$ cat src/rtl/conv_tap_feeder_if.sv
// ============================================================================
// Module  : conv_tap_feeder_if
// Purpose : Weight-load, pixel-stream and product-word bundle for the tap feeder.
// Revision: 1.0 - initial release
// ============================================================================
`default_nettype none

interface conv_tap_feeder_if #(
  parameter int PIX_W = 8
);
  logic               w_load;
  logic [3*PIX_W-1:0] w_data;
  logic               in_valid;
  logic               in_ready;
  logic [PIX_W-1:0]   in_pix;
  logic [47:0]        pix_out;
  logic               conv_en;
  logic               win_valid;
  logic               row_done;

  // Source side: supplies weights and pixels, consumes product words.
  modport master (
    output w_load, w_data, in_valid, in_pix,
    input  in_ready, pix_out, conv_en, win_valid, row_done
  );

  // Feeder side.
  modport slave (
    input  w_load, w_data, in_valid, in_pix,
    output in_ready, pix_out, conv_en, win_valid, row_done
  );
endinterface

`default_nettype wire

$ cat src/rtl/conv_tap_feeder.sv
// ============================================================================
// Module  : conv_tap_feeder
// Purpose : Multiplies each pixel by three row weights and feeds the product
//           triple to a 3-tap accumulator, flushing it at every row end.
// Revision: 1.0 - initial release
// ============================================================================
`default_nettype none

module conv_tap_feeder #(
  parameter int PIX_W   = 8,
  parameter int ROW_LEN = 28
) (
  input  logic               clk,
  input  logic               rst,
  conv_tap_feeder_if.slave   bus
);

  localparam int                c_COL_W = (ROW_LEN > 2) ? $clog2(ROW_LEN) : 2;
  localparam logic [c_COL_W-1:0] c_LAST  = c_COL_W'(ROW_LEN - 1);
  localparam logic [c_COL_W-1:0] c_WIN0  = c_COL_W'(2);

  typedef enum logic [1:0] {
    S_IDLE  = 2'd0,
    S_RUN   = 2'd1,
    S_FLUSH = 2'd2
  } state_t;

  state_t               r_state;
  state_t               w_state_nxt;
  logic [c_COL_W-1:0]   r_col_cnt;
  logic [c_COL_W-1:0]   w_col_nxt;
  logic                 r_flush_cnt;
  logic                 w_flush_nxt;
  logic                 r_done_pend;
  logic                 w_done_pend_nxt;
  logic                 w_wt_load;
  logic                 w_accept;
  logic                 w_col_zero;
  logic [PIX_W-1:0]     r_wt [3];
  logic [47:0]          w_prod;
  logic [47:0]          r_pix_out;
  logic                 r_conv_en;
  logic                 r_win_valid;
  logic                 r_row_done;

  assign w_col_zero   = (r_col_cnt == '0);
  // A weight load at column 0 wins over a pixel offered in the same cycle.
  assign bus.in_ready = rst && (r_state == S_RUN) && !(bus.w_load && w_col_zero);
  assign w_accept     = bus.in_valid && bus.in_ready;

  generate
    for (genvar k = 0; k < 3; k++) begin : g_tap
      assign w_prod[k*16 +: 16] = 16'(bus.in_pix) * 16'(r_wt[k]);
    end
  endgenerate

  always_ff @(posedge clk) begin
    if (!rst) begin
      r_state     <= S_IDLE;
      r_col_cnt   <= '0;
      r_flush_cnt <= 1'b0;
      r_done_pend <= 1'b0;
    end else begin
      r_state     <= w_state_nxt;
      r_col_cnt   <= w_col_nxt;
      r_flush_cnt <= w_flush_nxt;
      r_done_pend <= w_done_pend_nxt;
    end
  end

  always_comb begin
    w_state_nxt     = r_state;
    w_col_nxt       = r_col_cnt;
    w_flush_nxt     = r_flush_cnt;
    w_done_pend_nxt = 1'b0;
    w_wt_load       = 1'b0;
    unique case (r_state)
      S_IDLE: begin
        if (bus.w_load) begin
          w_wt_load   = 1'b1;
          w_state_nxt = S_RUN;
        end
      end
      S_RUN: begin
        if (bus.w_load && w_col_zero) begin
          w_wt_load = 1'b1;
        end else if (w_accept) begin
          if (r_col_cnt == c_LAST) begin
            w_col_nxt   = '0;
            w_flush_nxt = 1'b0;
            w_state_nxt = S_FLUSH;
          end else begin
            w_col_nxt = r_col_cnt + 1'b1;
          end
        end
      end
      S_FLUSH: begin
        w_flush_nxt = 1'b1;
        if (r_flush_cnt) begin
          // row_done trails the second zero word by one cycle
          w_flush_nxt     = 1'b0;
          w_done_pend_nxt = 1'b1;
          w_state_nxt     = S_RUN;
        end
      end
      default: w_state_nxt = S_IDLE;
    endcase
  end

  always_ff @(posedge clk) begin
    if (!rst) begin
      r_wt[0]     <= '0;
      r_wt[1]     <= '0;
      r_wt[2]     <= '0;
      r_pix_out   <= '0;
      r_conv_en   <= 1'b0;
      r_win_valid <= 1'b0;
      r_row_done  <= 1'b0;
    end else begin
      if (w_wt_load) begin
        r_wt[0] <= bus.w_data[0*PIX_W +: PIX_W];
        r_wt[1] <= bus.w_data[1*PIX_W +: PIX_W];
        r_wt[2] <= bus.w_data[2*PIX_W +: PIX_W];
      end
      if (w_accept) begin
        r_pix_out   <= w_prod;
        r_conv_en   <= 1'b1;
        r_win_valid <= (r_col_cnt >= c_WIN0);
      end else if (r_state == S_FLUSH) begin
        r_pix_out   <= '0;
        r_conv_en   <= 1'b1;
        r_win_valid <= 1'b0;
      end else begin
        r_conv_en   <= 1'b0;
        r_win_valid <= 1'b0;
      end
      r_row_done <= r_done_pend;
    end
  end

  assign bus.pix_out   = r_pix_out;
  assign bus.conv_en   = r_conv_en;
  assign bus.win_valid = r_win_valid;
  assign bus.row_done  = r_row_done;

endmodule

`default_nettype wire

$ cat src/flat_wrapper.sv
// flat-port wrapper written by rule: the top's interface ports become plain ports
module conv_tap_feeder_flat 
#(
  parameter int PIX_W   = 8,
  parameter int ROW_LEN = 28
)
  (clk, rst, bus_w_load, bus_w_data, bus_in_valid, bus_in_pix, bus_in_ready, bus_pix_out, bus_conv_en, bus_win_valid, bus_row_done);
  conv_tap_feeder_if #(.PIX_W(PIX_W)) bus_i ();
  input  logic clk;
  input  logic rst;
  input wire logic [$bits(bus_i.w_load)-1:0] bus_w_load;
  input wire logic [$bits(bus_i.w_data)-1:0] bus_w_data;
  input wire logic [$bits(bus_i.in_valid)-1:0] bus_in_valid;
  input wire logic [$bits(bus_i.in_pix)-1:0] bus_in_pix;
  output wire logic [$bits(bus_i.in_ready)-1:0] bus_in_ready;
  output wire logic [$bits(bus_i.pix_out)-1:0] bus_pix_out;
  output wire logic [$bits(bus_i.conv_en)-1:0] bus_conv_en;
  output wire logic [$bits(bus_i.win_valid)-1:0] bus_win_valid;
  output wire logic [$bits(bus_i.row_done)-1:0] bus_row_done;
  assign bus_i.w_load = bus_w_load;
  assign bus_i.w_data = bus_w_data;
  assign bus_i.in_valid = bus_in_valid;
  assign bus_i.in_pix = bus_in_pix;
  assign bus_in_ready = bus_i.in_ready;
  assign bus_pix_out = bus_i.pix_out;
  assign bus_conv_en = bus_i.conv_en;
  assign bus_win_valid = bus_i.win_valid;
  assign bus_row_done = bus_i.row_done;
  conv_tap_feeder #(.PIX_W(PIX_W), .ROW_LEN(ROW_LEN)) u_core (.clk(clk), .rst(rst), .bus(bus_i));
endmodule
$ cat config.mk
export PLATFORM = sky130hd
export DESIGN_NAME = conv_tap_feeder_flat
export DESIGN_NICKNAME = d
export VERILOG_FILES = /design/src/rtl/conv_tap_feeder_if.sv /design/src/rtl/conv_tap_feeder.sv /design/src/flat_wrapper.sv
export SDC_FILE = /design/constraint.sdc
export NUM_CORES = 1
export LEC_CHECK = 0
export ABC_CLOCK_PERIOD_IN_PS = 8000
export CAP_MARGIN = 20
export CORE_ASPECT_RATIO = 0.75
export CORE_UTILIZATION = 40
export DETAILED_ROUTE_END_ITERATION = 8
export GPL_ROUTABILITY_DRIVEN = 0
export GPL_TIMING_DRIVEN = 0
export REMOVE_ABC_BUFFERS = 1
export SYNTH_ARGS = -nofsm -noshare
export SYNTH_HDL_FRONTEND = slang
export SYNTH_SLANG_ARGS = --single-unit
$ cat constraint.sdc
create_clock -name clk -period 8 [get_ports clk]
set_clock_uncertainty 0.05 [all_clocks]
set_input_delay 0.8 -clock clk [delete_from_list [all_inputs] [get_ports clk]]
set_output_delay 0.8 -clock clk [all_outputs]
set_load 0.05 [all_outputs]
==> out/metrics.cfg, run 1 <==
[placed_design]
hpwl_um=15930
port_buffers=87

[timing]
slew_headroom=0.3093
hold_viol=0
period_share=0.7619
grt_setup_unrepaired=no
fin_crit_ns=6.095
fmax_mhz=164.1
slew_viol_final=0
timing.setup.tns_ns=0
whs_ns=0.3980
tightest_slew_ns=1.033
setup_viol=0

[clocking]
ctsResizeCount=0
numCtsBuffers=9
cts_sinks=84
tritoncts=yes
cts_setup_buffers=0
htreeDepth=3
cts_hold_buf=0
clkTransAtPathRegs_ns=0.07
cts-root-buf=clkbuf_16
clk_latency_ns=0.36
cts_buffer_depth=2

[synthesis]
synth.area.top_cells=fa_1 23%, ha_1 15%, dfxtp_1 13%
synth_top_area_cell=fa_1
ys_warn_count=0
synth_top_area_frac=0.2295
syn_inst=996
ys.flop_type=dfxtp_1
synthArstFlopShare=0
ys_ff_latch=84
syn_area_um2=9423
synth_cell_types=57
synth-seq-area-share=0.2040
avgSynthCellArea_um2=9.461
synth_edf_count=24

[critical_path]
path_cells=clkdlybuf4s50_1 -> nand2_1 -> fa_1 -> fa_1 -> inv_1 -> fa_1 -> inv_1 -> fa_1 -> inv_1 -> ha_1 -> a21o_1 -> a31oi_1 -> a211oi_1 -> or4_1 -> a32o_1
r2r-end=u_core.bus.pix_out[14]$_SDFFE_PN0P_
crit_path_end_kind=flop
arrival_ns=6.31
worst_setup_path_start_kind=primary input
reg2reg_depth=14
critPathMaxFanout=24
r2r-start=u_core.r_wt[0][7]$_SDFFCE_PN0P_
r2r_setup_slack_ns=2.97
crit_required_ns=8.21
max_stage_delay_ns=1.06
crit_slowest_cell=clkdlybuf4s50_1
critPathMostFrequentCell=fa_1
path_class=primary input to flop

[hold_path]
holdCritStartpoint=u_core.r_done_pend$_SDFF_PN0_
min_to=u_core.bus.row_done$_SDFF_PN0_
holdCritPathClass=flop to flop
hold_depth=1

[die]
placeableCoreArea_um2=23060
ioPinCount=88
start_util=0.4086
die-area_um2=24180
die_w_um=179.2
die-height_um=134.9
row_count=48

[outcome]
violations=design-rule violations
status=finished, violations left

[layout]
num-nets-final=1320
drive_above_1_share=0.03458
diodes=0
fillers=2255
syn_to_final_growth_pct=15.32

[routing]
ant_nets=0
wl_um=21290
first_pass_iters=7
dr.first_iter.drc_count=284
drc=12
viasPerCell=5.041
wl_per_cell_um=15.54
via_count=6906

[power_and_ir_drop]
p_leak_nw=5.188
power_density_nw_per_um2=160.7
ir_worst_vdd_v=0.0001110
power.total_mw=1.747

[global_routing]
globalRouteTotalUtil=0.1893
grt_max_degree=50
grt-ovfl-total=0
grt_pass1_wl_um=35710
antenna_found_initial=0
grt_pass1_vias=6876

[job]
max_cap_violations=0

## worst max-delay path, delay by kind of cell
kind / cells / cell delay (ns)
buffers and inverters: 4 / 1.22
AND/OR/NAND/NOR: 2 / 0.61
AO/OA/AOI/OAI: 4 / 1.12
adder cells (fa/ha/maj): 5 / 2.54
## per-layer routing
| metal | GRT usage | part of all wire | vias up |
|---|---|---|---|
| met4 | 0.04108 | 0.011 | 0 |
| met1 | 0.2881 | 0.53 | 3358 |
| met5 | 0 | 0 | - |
| met2 | 0.2780 | 0.42 | 122 |
| met3 | 0.03153 | 0.040 | 14 |
| li1 | - | - | 3412 |
## final cells by class
type | count | area (um^2) | share of cell area
clock buffers | 9 | 225.2 | 0.02073
clock inverters | 7 | 81.33 | 0.007484
inverters | 152 | 570.5 | 0.05250
multi-input cells | 728 | 6780 | 0.6239
flip-flops and latches | 84 | 1922 | 0.1769
well taps | 300 | 375.4 | 0.03454
repair buffers | 90 | 912.1 | 0.08394
## flip-flops by register name (all words and copies together) (netlist names)
| signal | flops |
|---|---|
| u_core.r_state | 2 |
| u_core.r_done_pend | 1 |
| u_core.r_wt | 24 |
| u_core.bus.conv_en | 1 |
| u_core.r_flush_cnt | 1 |
| u_core.r_col_cnt | 5 |
| u_core.bus.pix_out | 48 |
| u_core.bus.win_valid | 1 |
| u_core.bus.row_done | 1 |
## logic make-up after synthesis
logic type / synth area share
fa+ha+maj: 0.3768
simple gates: 0.2114
buf+inv: 0.07874
compound gates: 0.1085
xor+xnor: 0.01952
flops: 0.2040
mux: 0.001062
## worst max-delay path by stage
stage	end	cells after the start	startpoint
6_report	u_core.bus.pix_out[14]$_SDFFE_PN0P_	15	bus_in_pix[0]
5_1_grt	u_core.bus.pix_out[14]$_SDFFE_PN0P_	15	bus_in_pix[0]
4_1_cts	u_core.bus.pix_out[14]$_SDFFE_PN0P_	15	bus_in_pix[0]
3_5_place_dp	u_core.bus.pix_out[14]$_SDFFE_PN0P_	15	bus_in_pix[0]
3_3_place_gp	u_core.bus.pix_out[14]$_SDFFE_PN0P_	15	bus_in_pix[4]
2_1_floorplan	u_core.bus.pix_out[14]$_SDFFE_PN0P_	14	bus_in_pix[0]
## metrics by stage
| stage | cell area, um^2 | setup WS (ns) | util | instances |
|---|---|---|---|---|
| 6_report | 10870 | 1.905 | 0.4712 | 1370 |
| 5_1_grt | 10870 | 1.652 | 0.4712 | 1370 |
| 4_1_cts | 10870 | 1.904 | 0.4712 | 1370 |
| 3_5_place_dp | 10560 | 1.518 | 0.4579 | 1354 |
| 3_3_place_gp | 10500 | 1.592 | 0.4552 | 1351 |
| 2_1_floorplan | 9251 | 3.151 | - | 964 |
## placed cells by master, fill, tap and decap left out, drive strengths merged, types with 19 or more instances in the layout
cell type and instances:
a21oi 30, inv 157, a22oi 22, o21ai 20, nand2 64, edfxtp 24
and2 175, dfxtp 60, a21o 19, nor2b 32, clkdlybuf4s50 86, ha 111
fa 108
## cells in the mapped netlist, drive strengths merged (13+ instances only)
master,instances
and2,175
o21ai,20
ha,111
a22oi,22
a21o,19
nor2b,32
edfxtp,24
xnor2,13
nand2,64
fa,108
and3,15
dfxtp,60
clkbuf,23
a21oi,30
inv,152
## power breakdown
group          total, mW  switching (mW)  internal [mW]
clock network      0.453           0.205          0.248
logic              0.808           0.470          0.338
registers          0.486          0.0267          0.459
No activity file was read; power rests on OpenSTA's default activity.
==> inputs of run 2 (changes only) <==
ABC_CLOCK_PERIOD_IN_PS = 5800   (was 8000)
clock period = 5.8 ns   (was 8 ns; I/O delays follow)
==> run 2 against run 1 <==
  * The run still ends with design-rule violations left
  * Register-to-register slack got worse by 2.2 ns
  * Clock power increased by 38%
  * Count of clock-buffer cells in the layout unchanged
  * Sequential cell count unchanged
  * Worst hold slack about the same
  * Sequential power increased by 38%
  * Critical endpoint is now u_core.bus.pix_out[30]$_SDFFE_PN0P_
  * Largest power group unchanged
==> out/metrics.cfg, run 2 (synthesis gave the netlist of run 1 again) <==
[outcome]
status=finished, violations left
violations=design-rule violations

[layout]
final_util=0.4712
diodes=0
multiInputGateArea_um2=6780
fillers=2256
syn_to_final_growth_pct=15.32
layout_common_cells=175 x and2_1, 152 x inv_1, 111 x ha_1, 108 x fa_1, 79 x clkdlybuf4s50_1
seqCellArea_um2=1922
fin_area_um2=10870
largest_reg_flops=48
num-nets-final=1320
final_common_cell=and2_1
drive_above_1_share=0.03645

[clocking]
cts_sinks=84
cts-root-buf=clkbuf_16
numCtsBuffers=9
cts_hold_buf=0
clkTransAtPathRegs_ns=0.07
tritoncts=yes
clk_latency_ns=0.36
htreeDepth=3
cts_buffer_depth=2

[global_routing]
grt-ovfl-total=0
antenna_found_initial=0
grt_use_met3=0.03153
grt_pass1_vias=6876
grt_util_met1=0.2881
busiest_layer=met1
grt_max_degree=50
grt_pass1_wl_um=35710
globalRouteTotalUtil=0.1893
grt_use_met2=0.2780

[routing]
via_count=6908
first_pass_iters=7
viasPerCell=5.042
drc=12
wl_um=21300
ant_nets=0
wl_per_cell_um=15.55
dr.first_iter.drc_count=277

[hold_path]
holdCritPathClass=flop to flop

[die]
placeableCoreArea_um2=23060
die-area_um2=24180
row_count=48
die-height_um=134.9
die_w_um=179.2
ioPinCount=88
start_util=0.4086

[placed_design]
place_ws_ns=-0.4620
port_buffers=87
hpwl_um=15930
dpl-instance-area_um2=10560

[power_and_ir_drop]
p_sw_mw=0.9690
switching_share=0.4022
internal_power_mw=1.440
pwr-share-seq=0.278
ir_worst_vdd_v=0.0001531
power_density_nw_per_um2=221.7
p_comb_frac=0.462
power.share.clock=0.259
p_leak_nw=5.225

[timing]
fin_crit_ns=5.568
slew_viol_final=0
setup_viol=0
whs_ns=0.3980
grt_setup_unrepaired=no
slew_headroom=0.3099
setup_slack_ns=0.2321
timing.setup.tns_ns=0
tightest_slew_ns=1.034
period_share=0.9600
fmax_mhz=179.6
hold_viol=0

[critical_path]
crit_required_ns=6.01
worst_setup_path_start_kind=primary input
critPathMaxFanout=24
crit_path_end_kind=flop
path_class=primary input to flop
arrival_ns=5.78

[job]
max_cap_violations=0

run 2: layer usage:
layer  wire [um]  vias to the layer above
li1            -                     3412
met1       11390                     3357
met2        8833                      125
met3         841                       14
met4         240                        0
met5           0                        -
run 2: what timing repair did:
| action | in CTS | in global routing |
|---|---|---|
| setup buffers | 0 | 0 |
| gates resized for setup | 3 | 9 |
| hold endpoints to repair | 0 | 0 |
| setup endpoints to repair | 1 | 8 |
run 2: path summary, 6_finish.rpt:
path | startpoint | to | slack, ns | depth (start not counted)
worst max-delay path | bus_in_pix[7] | u_core.bus.pix_out[30]$_SDFFE_PN0P_ | 0.23 | 14
worst min-delay path | u_core.r_done_pend$_SDFF_PN0_ | u_core.bus.row_done$_SDFF_PN0_ | 0.40 | 1
worst min register to register | u_core.r_done_pend$_SDFF_PN0_ | u_core.bus.row_done$_SDFF_PN0_ | 0.40 | 1
worst max register to register | u_core.r_wt[0][6]$_SDFFCE_PN0P_ | u_core.bus.pix_out[14]$_SDFFE_PN0P_ | 0.76 | 14
run 2: area by class of cell:
class	count	area share
multi-input combinational	728	0.6239
sequential	84	0.1769
timing repair buffer	90	0.08394
inverter	152	0.05250
tap	300	0.03454
clock buffer	9	0.02073
clock inverter	7	0.007484
run 2: through the flow:
step	power (mW)	cells
2_1_floorplan	1.502	964
3_3_place_gp	1.788	1351
3_5_place_dp	1.796	1354
4_1_cts	2.440	1370
5_1_grt	2.620	1370
6_report	2.409	1370
run 2: critical path, cell delays in order:
cell,delay [ns]
clkdlybuf4s50_1,0.87
and2_1,0.38
fa_1,0.50
fa_1,0.52
fa_1,0.50
inv_1,0.05
fa_1,0.48
inv_1,0.04
ha_1,0.35
a21o_1,0.25
a221oi_1,0.39
nor2b_1,0.11
or4_1,0.49
a32o_1,0.26
run 2: power groups by stage:
stage	logic (mW)	registers, mW	clock network (mW)
floorplan	0.784	0.718	0
global placement	1.10	0.685	0
detailed placement	1.11	0.683	0
CTS	1.13	0.670	0.643
global route	1.28	0.675	0.666
finish	1.11	0.670	0.625
==> inputs of run 3 (changes only) <==
ABC_CLOCK_PERIOD_IN_PS = unset   (was 5800)
==> results of run 3 <==
Final layout, timing and power as in run 2 (identical DEF).
